File: src/rtl/instruction_fetch_unit.sv
// instruction_fetch_unit
//
// Purpose: fetches instruction words from program memory (PMEM) at
// sequential word addresses, buffers them in a small FIFO and presents
// them with their PC to the decode stage over a valid/ready handshake.
// A redirect flushes buffered words and restarts fetch at a new address.
// At most one PMEM request is outstanding at any time.
//
// Optional feature macro: IFU_MISALIGN_CHECK_EN
//   defined   : a redirect to a non-word-aligned address raises
//               fetch_misaligned and halts fetching until an aligned
//               redirect arrives.
//   undefined : the low two bits of redirect_pc are ignored and
//               fetch_misaligned is tied to 0.
//
// Ports:
//   clk, rst_n          clock (rising edge), asynchronous active-low reset
//   pmem_req/pmem_addr  fetch request and byte address to PMEM
//   pmem_ack/pmem_rdata PMEM accept; read data valid in the ack cycle
//   instr/instr_pc      FIFO head word and its PC (zero when empty)
//   instr_valid         FIFO head is valid
//   instr_ready         decoder consumes the head this cycle
//   redirect/redirect_pc flush and restart fetch at redirect_pc
//   fetch_misaligned    misaligned redirect trapped (macro only)

module instruction_fetch_unit #(
  parameter int                    ADDR_WIDTH = 32,
  parameter logic [ADDR_WIDTH-1:0] RESET_PC   = '0,
  parameter int                    FIFO_DEPTH = 2
) (
  input  logic                  clk,
  input  logic                  rst_n,
  output logic                  pmem_req,
  output logic [ADDR_WIDTH-1:0] pmem_addr,
  input  logic                  pmem_ack,
  input  logic [31:0]           pmem_rdata,
  output logic [31:0]           instr,
  output logic [ADDR_WIDTH-1:0] instr_pc,
  output logic                  instr_valid,
  input  logic                  instr_ready,
  input  logic                  redirect,
  input  logic [ADDR_WIDTH-1:0] redirect_pc,
  output logic                  fetch_misaligned
);

  localparam int PTR_W = $clog2(FIFO_DEPTH);
  localparam int CNT_W = PTR_W + 1;

  localparam logic [1:0] ST_FETCH = 2'd0;
  localparam logic [1:0] ST_FLUSH = 2'd1;
`ifdef IFU_MISALIGN_CHECK_EN
  localparam logic [1:0] ST_HALT  = 2'd2;
`endif

  logic [1:0]            state;
  logic [ADDR_WIDTH-1:0] fetch_pc;
  logic [ADDR_WIDTH-1:0] hold_addr;
  logic [PTR_W-1:0]      rd_ptr;
  logic [PTR_W-1:0]      wr_ptr;
  logic [CNT_W-1:0]      count;

  logic [31:0]           fifo_instr [FIFO_DEPTH];
  logic [ADDR_WIDTH-1:0] fifo_pc    [FIFO_DEPTH];

  logic                  push;
  logic                  pop;
  logic [ADDR_WIDTH-1:0] redirect_target;
  logic [1:0]            state_after_redirect;
  logic [1:0]            state_after_flush;

  // Request generation. The request only depends on state and count, and
  // count can only rise on an ack, so an unacknowledged request never drops.
  always_comb begin
    pmem_req  = 1'b0;
    pmem_addr = fetch_pc;
    case (state)
      ST_FETCH: pmem_req = (count < CNT_W'(FIFO_DEPTH));
      ST_FLUSH: begin
        pmem_req  = 1'b1;
        pmem_addr = hold_addr;
      end
      default: pmem_req = 1'b0;
    endcase
  end

  // Redirect wins over both push and pop; data returned in FLUSH is dropped.
  assign push = (state == ST_FETCH) & pmem_req & pmem_ack & ~redirect;
  assign pop  = instr_valid & instr_ready & ~redirect;

  assign instr_valid = (count != '0);
  assign instr       = instr_valid ? fifo_instr[rd_ptr] : '0;
  assign instr_pc    = instr_valid ? fifo_pc[rd_ptr]    : '0;

`ifdef IFU_MISALIGN_CHECK_EN
  logic misaligned_q;
  logic misaligned_target;

  assign misaligned_target    = |redirect_pc[1:0];
  assign redirect_target      = redirect_pc;
  assign state_after_redirect = misaligned_target ? ST_HALT : ST_FETCH;
  assign state_after_flush    = misaligned_q ? ST_HALT : ST_FETCH;
  assign fetch_misaligned     = misaligned_q;

  // Every redirect re-evaluates the trap flag, so an aligned one clears it.
  always_ff @(posedge clk or negedge rst_n) begin
    if (!rst_n) begin
      misaligned_q <= 1'b0;
    end else if (redirect) begin
      misaligned_q <= misaligned_target;
    end
  end
`else
  logic unused_redirect_low;

  assign unused_redirect_low  = ^redirect_pc[1:0];
  assign redirect_target      = {redirect_pc[ADDR_WIDTH-1:2], 2'b00};
  assign state_after_redirect = ST_FETCH;
  assign state_after_flush    = ST_FETCH;
  assign fetch_misaligned     = 1'b0;
`endif

  // Fetch control: PC advance, FLUSH entry/exit and redirect handling.
  // A redirect arriving while a request waits for its ack captures the
  // in-flight address so the request stays stable until PMEM accepts it.
  always_ff @(posedge clk or negedge rst_n) begin
    if (!rst_n) begin
      state     <= ST_FETCH;
      fetch_pc  <= RESET_PC;
      hold_addr <= '0;
    end else if (redirect) begin
      fetch_pc <= redirect_target;
      if (pmem_req && !pmem_ack) begin
        hold_addr <= pmem_addr;
        state     <= ST_FLUSH;
      end else begin
        state <= state_after_redirect;
      end
    end else begin
      case (state)
        ST_FETCH: begin
          if (push) begin
            fetch_pc <= fetch_pc + ADDR_WIDTH'(4);
          end
        end
        ST_FLUSH: begin
          if (pmem_ack) begin
            state <= state_after_flush;
          end
        end
        default: state <= state;
      endcase
    end
  end

  // FIFO pointers and occupancy; a redirect empties the buffer outright.
  always_ff @(posedge clk or negedge rst_n) begin
    if (!rst_n) begin
      rd_ptr <= '0;
      wr_ptr <= '0;
      count  <= '0;
    end else if (redirect) begin
      rd_ptr <= '0;
      wr_ptr <= '0;
      count  <= '0;
    end else begin
      if (push) begin
        wr_ptr <= wr_ptr + PTR_W'(1);
      end
      if (pop) begin
        rd_ptr <= rd_ptr + PTR_W'(1);
      end
      case ({push, pop})
        2'b10:   count <= count + CNT_W'(1);
        2'b01:   count <= count - CNT_W'(1);
        default: count <= count;
      endcase
    end
  end

  // FIFO storage needs no reset: entries are only visible while counted.
  always_ff @(posedge clk) begin
    if (push) begin
      fifo_instr[wr_ptr] <= pmem_rdata;
      fifo_pc[wr_ptr]    <= fetch_pc;
    end
  end

endmodule
File: config.mk
export PLATFORM = sky130hd
export DESIGN_NAME = instruction_fetch_unit
export DESIGN_NICKNAME = d
export VERILOG_FILES = /design/src/rtl/instruction_fetch_unit.sv
export SDC_FILE = /design/constraint.sdc
export NUM_CORES = 1
export LEC_CHECK = 0
export BUFFER_PORTS_ARGS = -buffer_cell sky130_fd_sc_hd__buf_4
export CORE_UTILIZATION = 55
export DETAILED_ROUTE_END_ITERATION = 8
export PLACE_DENSITY_LB_ADDON = 0.12
export SLEW_MARGIN = 20
export SYNTH_ARGS = -nofsm -noshare
export SYNTH_HDL_FRONTEND = slang
export SYNTH_SLANG_ARGS = --single-unit
File: constraint.sdc
create_clock -name clk -period 6.7 [get_ports clk]
set_clock_uncertainty 0.15 [all_clocks]
set_input_delay 0.67 -clock clk [delete_from_list [all_inputs] [get_ports clk]]
set_output_delay 0.67 -clock clk [all_outputs]
set_load 0.005 [all_outputs]
Yosys cells after proc, flatten, opt, wreduce, memory -nomap -nowiden --
Memory sizes are Yosys's and may differ from the RTL's. Index checks and enable logic that the tools add are counted.
Word-level totals: bits in registers 70, bits in writable memories 128, bits of input ports 69, output and inout bits 99, word-level logic and storage cells 55, memories kept 2
Memories:
- fifo_instr | words 2, width 32, rd ports 1, clocked after Yosys merged registers in 0, write ports 1, RTL line 62 | logic [31:0] fifo_instr [FIFO_DEPTH];
- fifo_pc | words 2, width 32, rd ports 1, clocked after Yosys merged registers in 0, write ports 1, RTL line 63 | logic [ADDR_WIDTH-1:0] fifo_pc [FIFO_DEPTH];
Operators by class: $add $sub $neg 5, order comparisons 1, equal/unequal tests 3, mux-type cells 19, bitwise operators 6, reductions and logical operators 13
Operators by type and width (count):
- $mux 32 | 6
- $add 32x3->32 const B | 1
- $reduce_bool 2->1 | 6
- $mux 2 | 4
- $mux 1 | 7
- $reduce_and 2->1 | 3
- $and 1x1->1 | 5
- $eq 2x1->1 const B | 2
- $pmux 2 s2 | 1
- $reduce_bool 3->1 | 1
- $add 1x1->1 const B | 2
- $add 2x1->2 const B | 1
- $eq 2x2->1 const B | 1
- $logic_not 2->1 | 1
- $lt 2x2->1 const B | 1
- $pmux 1 s2 | 1
- $sub 2x1->2 const B | 1
- $logic_and 1x1->1 | 1
- $logic_not 1->1 | 1
- $not 1->1 | 1

Longest topological paths before layout --
depth after elaboration 8, mapped depth 6, depth with buffers taken out 5

Worst setup path after synthesis --
No wires, ideal clock.
path type input to register, start input redirect, end memory fifo_instr[0][0], enable pin, setup time 0.559 ns, arrival time 5.315 ns, slack 0.677 ns, cell stages on the path 3, path buffers 2, path through clkbuf_1 -> clkbuf_1 -> nor3_1
On the way: longest elaborated chain between the ends 4
Ends and longest elaborated chain:
- start: declaration | RTL line 41 | input logic redirect,
- $not 1->1 | RTL line 87 | assign push = (state == ST_FETCH) & pmem_req & pmem_ack & ~redirect;
- $and 1x1->1 | RTL line 87
- $mux 1 | RTL line 182 | if (push) begin
- $mux 1 (not written as such) | RTL line 183 | fifo_instr[wr_ptr] <= pmem_rdata;
- end: declaration | RTL line 62
No other way between the ends.

Final worst setup path --
start input redirect, end register hold_addr[26]
On the way: longest elaborated chain between the ends 1
Ends and longest elaborated chain:
- $reduce_and 2->1 (no source line)
- end signal: assignment | RTL line 133 | hold_addr <= pmem_addr;
- end: declaration | RTL line 57 | logic [ADDR_WIDTH-1:0] hold_addr;
No other way between the ends. A chain may end at the register's enable or synchronous reset.

==> key figures <==
Clock network
  • CTS Root Cell: clkbuf_16
  • Clk slew on worst S/H paths: 70 ps
  • CTS Buf Count: 17
  • Worst-Skew Late Latency: 420 ps
  • Setup Buffers After CTS: 0
  • # hold bufs at CTS: 0
  • CTS Buffer Depth: 2
  • CTS tree: built
  • TritonCTS Sinks: approximately 190
  • H-tree levels: 4
  • PostCTS Resize Cnt: 0

Synth
  • Yosys top cell area share: 45.4%
  • Top post-synthesis cells by count: edfxtp_1 (124), nor2_1 (85), dfrtp_1 (67)
  • Yosys warns: 0
  • EDFF count, synth: around 120
  • Synthesized cell area: 8200 um^2
  • Count of cell types in the netlist: 40
  • Synth Register Bits: 191
  • Most common cell in the synthesized netlist: edfxtp_1
  • Mapped Avg Cell Area: 13.7 um^2
  • Cell count after synthesis: 601
  • Ys async rst share: 35.1%
  • Dominant cell type by area after synthesis: edfxtp_1
  • Main area contributors after synthesis: edfxtp_1 (45%), dfrtp_1 (20%), mux2i_1 (7.7%)
  • Seq/Total Area, Yosys: between 60% and 70%
  • Synth Flop Type: edfxtp_1

Floorplan
  • Die extent in x: 124 um
  • Core Box Area: roughly 15000 um^2
  • Placement Rows: 44
  • Die Ht: 124 um
  • Die ar.: 15400 um^2
  • Initial core utilization: between 50% and 60%
  • IO Count: between 150 and 200

Timing
  • Final Hold Fails: 0
  • Final period util: between 40% and 50%
  • Slew Viols, Final: 0
  • Finish-stage setup viols: 0
  • Hold slack: 206 ps
  • RSZ-0062 raised after global routing: no
  • Slew Limit Headroom: a little over a quarter
  • Slew @ Worst Pin: 1090 ps
  • Final min period: 3300 ps
  • Setup TNS: 0 ps
  • F_max: approximately 0.30 GHz

Pwr
  • Clock share of power: 26.6%
  • Int Power: roughly 2400 uW
  • Net Switching: 939 uW
  • Leakage: 0.00384 uW
  • Gate power share: 26.2%
  • Switch share: between 20% and 30%
  • Seq pwr share: 47.3%
  • Power Density: 329 nW/um^2
  • Worst VDD drop: 247 uV

Detailed routing
  • Initial DRC Count: roughly 460
  • Wl on met1: 7580 um
  • Metal2 WL: 7500 um
  • DRC viols: 0
  • Top Metal Used: met4
  • Wire length on met3: 876 um
  • Pre-Repair DR Iteration Count: 4
  • Vias: 5249
  • Total wire length: 16200 um
  • ANT nets after route: 0
  • Drt wl/cell: 17.1 um
  • Via density: 5.53

Setup path
  • Crit-path max cell delay: approximately 900 ps
  • Crit path arrival time: ~3500 ps
  • CP required: 6860 ps
  • Worst setup EP type: flop
  • CP Buf/Inv Count: 3
  • Kind of critical path: input port to flop
  • Worst path slowest cell: nor3b_2
  • R2r setup slk: 3780 ps
  • Most used cell, CP: buf_4
  • Setup crit start kind: input port
  • Crit path max-delay family: buffers and inverters
  • Worst-path maximum fanout: 36
  • CP Cell Sequence: buf_4, clkinv_1, nor3b_2, buf_4, mux2_2

Run status
  • Status: finished, final reports clean

Global route
  • Initial antenna violation count: 0
  • Vias in the first global route: about 4.9k
  • Pin count of the biggest net entering global routing: 68
  • Global-route wire length before repair: 24400 um
  • GR Overflow Total: 0
  • Total track usage: 21.2%

Final layout
  • # diodes: 0
  • P&R area growth vs syn: 22.7%
  • Layout net count: 824
  • Fillers: 1038
  • Proportion of layout cells with a drive suffix above 1: between 30% and 40%
  • Design area: between 10000 and 15000 um^2

Run
  • Max Cap Viol: 0

Placement
  • Dpl hpwl: 10600 um
  • Dpl cell area: approximately 9600 um^2
  • Routability cong.: just over 0.8
  • PortBufs: 162

Worst hold path
  • Worst min path class: input port to async pin
==> cell type report <==
type | instances | area [um^2] | share of cell area [%]
sequential | 191 | 5400 | 53.7
multi-input combinational | 369 | 2650 | 26.3
timing repair buffer | 167 | 1250 | 12.5
clock buffer | 19 | 433 | 4.30
tap | 184 | 230 | 2.29
clock inverter | 12 | 73.8 | 0.733
inverter | 8 | 30.0 | 0.298
==> final timing paths <==
check                      depth (start not counted)                           to                     start
max                                                5    hold_addr[26]$_DFFE_PN0P_                  redirect
min                                                1     hold_addr[7]$_DFFE_PN0P_                     rst_n
max reg2reg                                        5     fetch_pc[24]$_DFFE_PN0P_      state[0]$_DFFE_PN0P_
min reg2reg                                        1     hold_addr[0]$_DFFE_PN0P_  hold_addr[0]$_DFFE_PN0P_
max in group asynchronous                          1           rd_ptr$_DFFE_PN0P_                     rst_n
min in group clk                                   1  fifo_instr[1][21]$_DFFE_PP_            pmem_rdata[21]
==> placed cells by master, fill, tap and decap left out, types with 3 or more instances in the layout <==
cell type,count
buf_4,167
edfxtp_1,124
nor2_1,84
dfrtp_1,66
mux2i_1,63
mux2_2,56
nand2_1,26
o21ai_0,22
a31oi_1,17
clkbuf_16,17
o31ai_1,13
or4_1,13
nand3_1,11
nand4_1,9
xnor2_1,8
inv_1,7
xor2_1,7
or3_1,5
and4_1,4
and2_1,3
clkinv_1,3
and3_1,3
conb_1,3
clkinv_4,3
clkinv_2,3
==> cell families after synthesis <==
group / after synthesis / synth area share (%)
flops: 191 / 65.8
simple gates: 174 / 10.5
mux: 119 / 15.4
compound gates: 57 / 4.25
buf+inv: 43 / 2.26
xor+xnor: 15 / 1.60
fa+ha+maj: 1 / 0.152
other cells: 1 / 0.0457
==> power by group through the flow <==
stage                     registers (uW)  clock network [uW]  logic [uW]
after detailed placement            1590                   0         878
after CTS                           1560                 892         882
final                               1560                 880         865
after global routing                1590                 933         959
after global placement              1570                   0         861
after floorplan                     1500                   0         521
==> metrics by stage <==
step / util [%] / worst slack (ps) / std cells / power [uW]
2_1_floorplan: - / 677 / 603 / 2020
3_3_place_gp: 65.8 / 2990 / 919 / 2440
3_5_place_dp: 65.8 / 2940 / 919 / 2470
4_1_cts: 69.3 / 3400 / 950 / 3340
5_1_grt: 69.3 / 3130 / 950 / 3480
6_report: 69.3 / 3400 / 950 / 3310
==> flip-flops by register name, indices dropped and copies added, names as in the netlist <==
name and count:
rd_ptr 1, hold_addr 32, fetch_pc 30, wr_ptr 1, count 2, fifo_instr 64, fifo_pc 60, state 1
==> metal layers <==
metal	up-vias	GRT usage, %
met3	20	4.12
met2	162	32.0
met1	2544	30.4
li1	2523	-
met4	0	8.33
met5	-	0
Power figures use the tool's default switching activity.
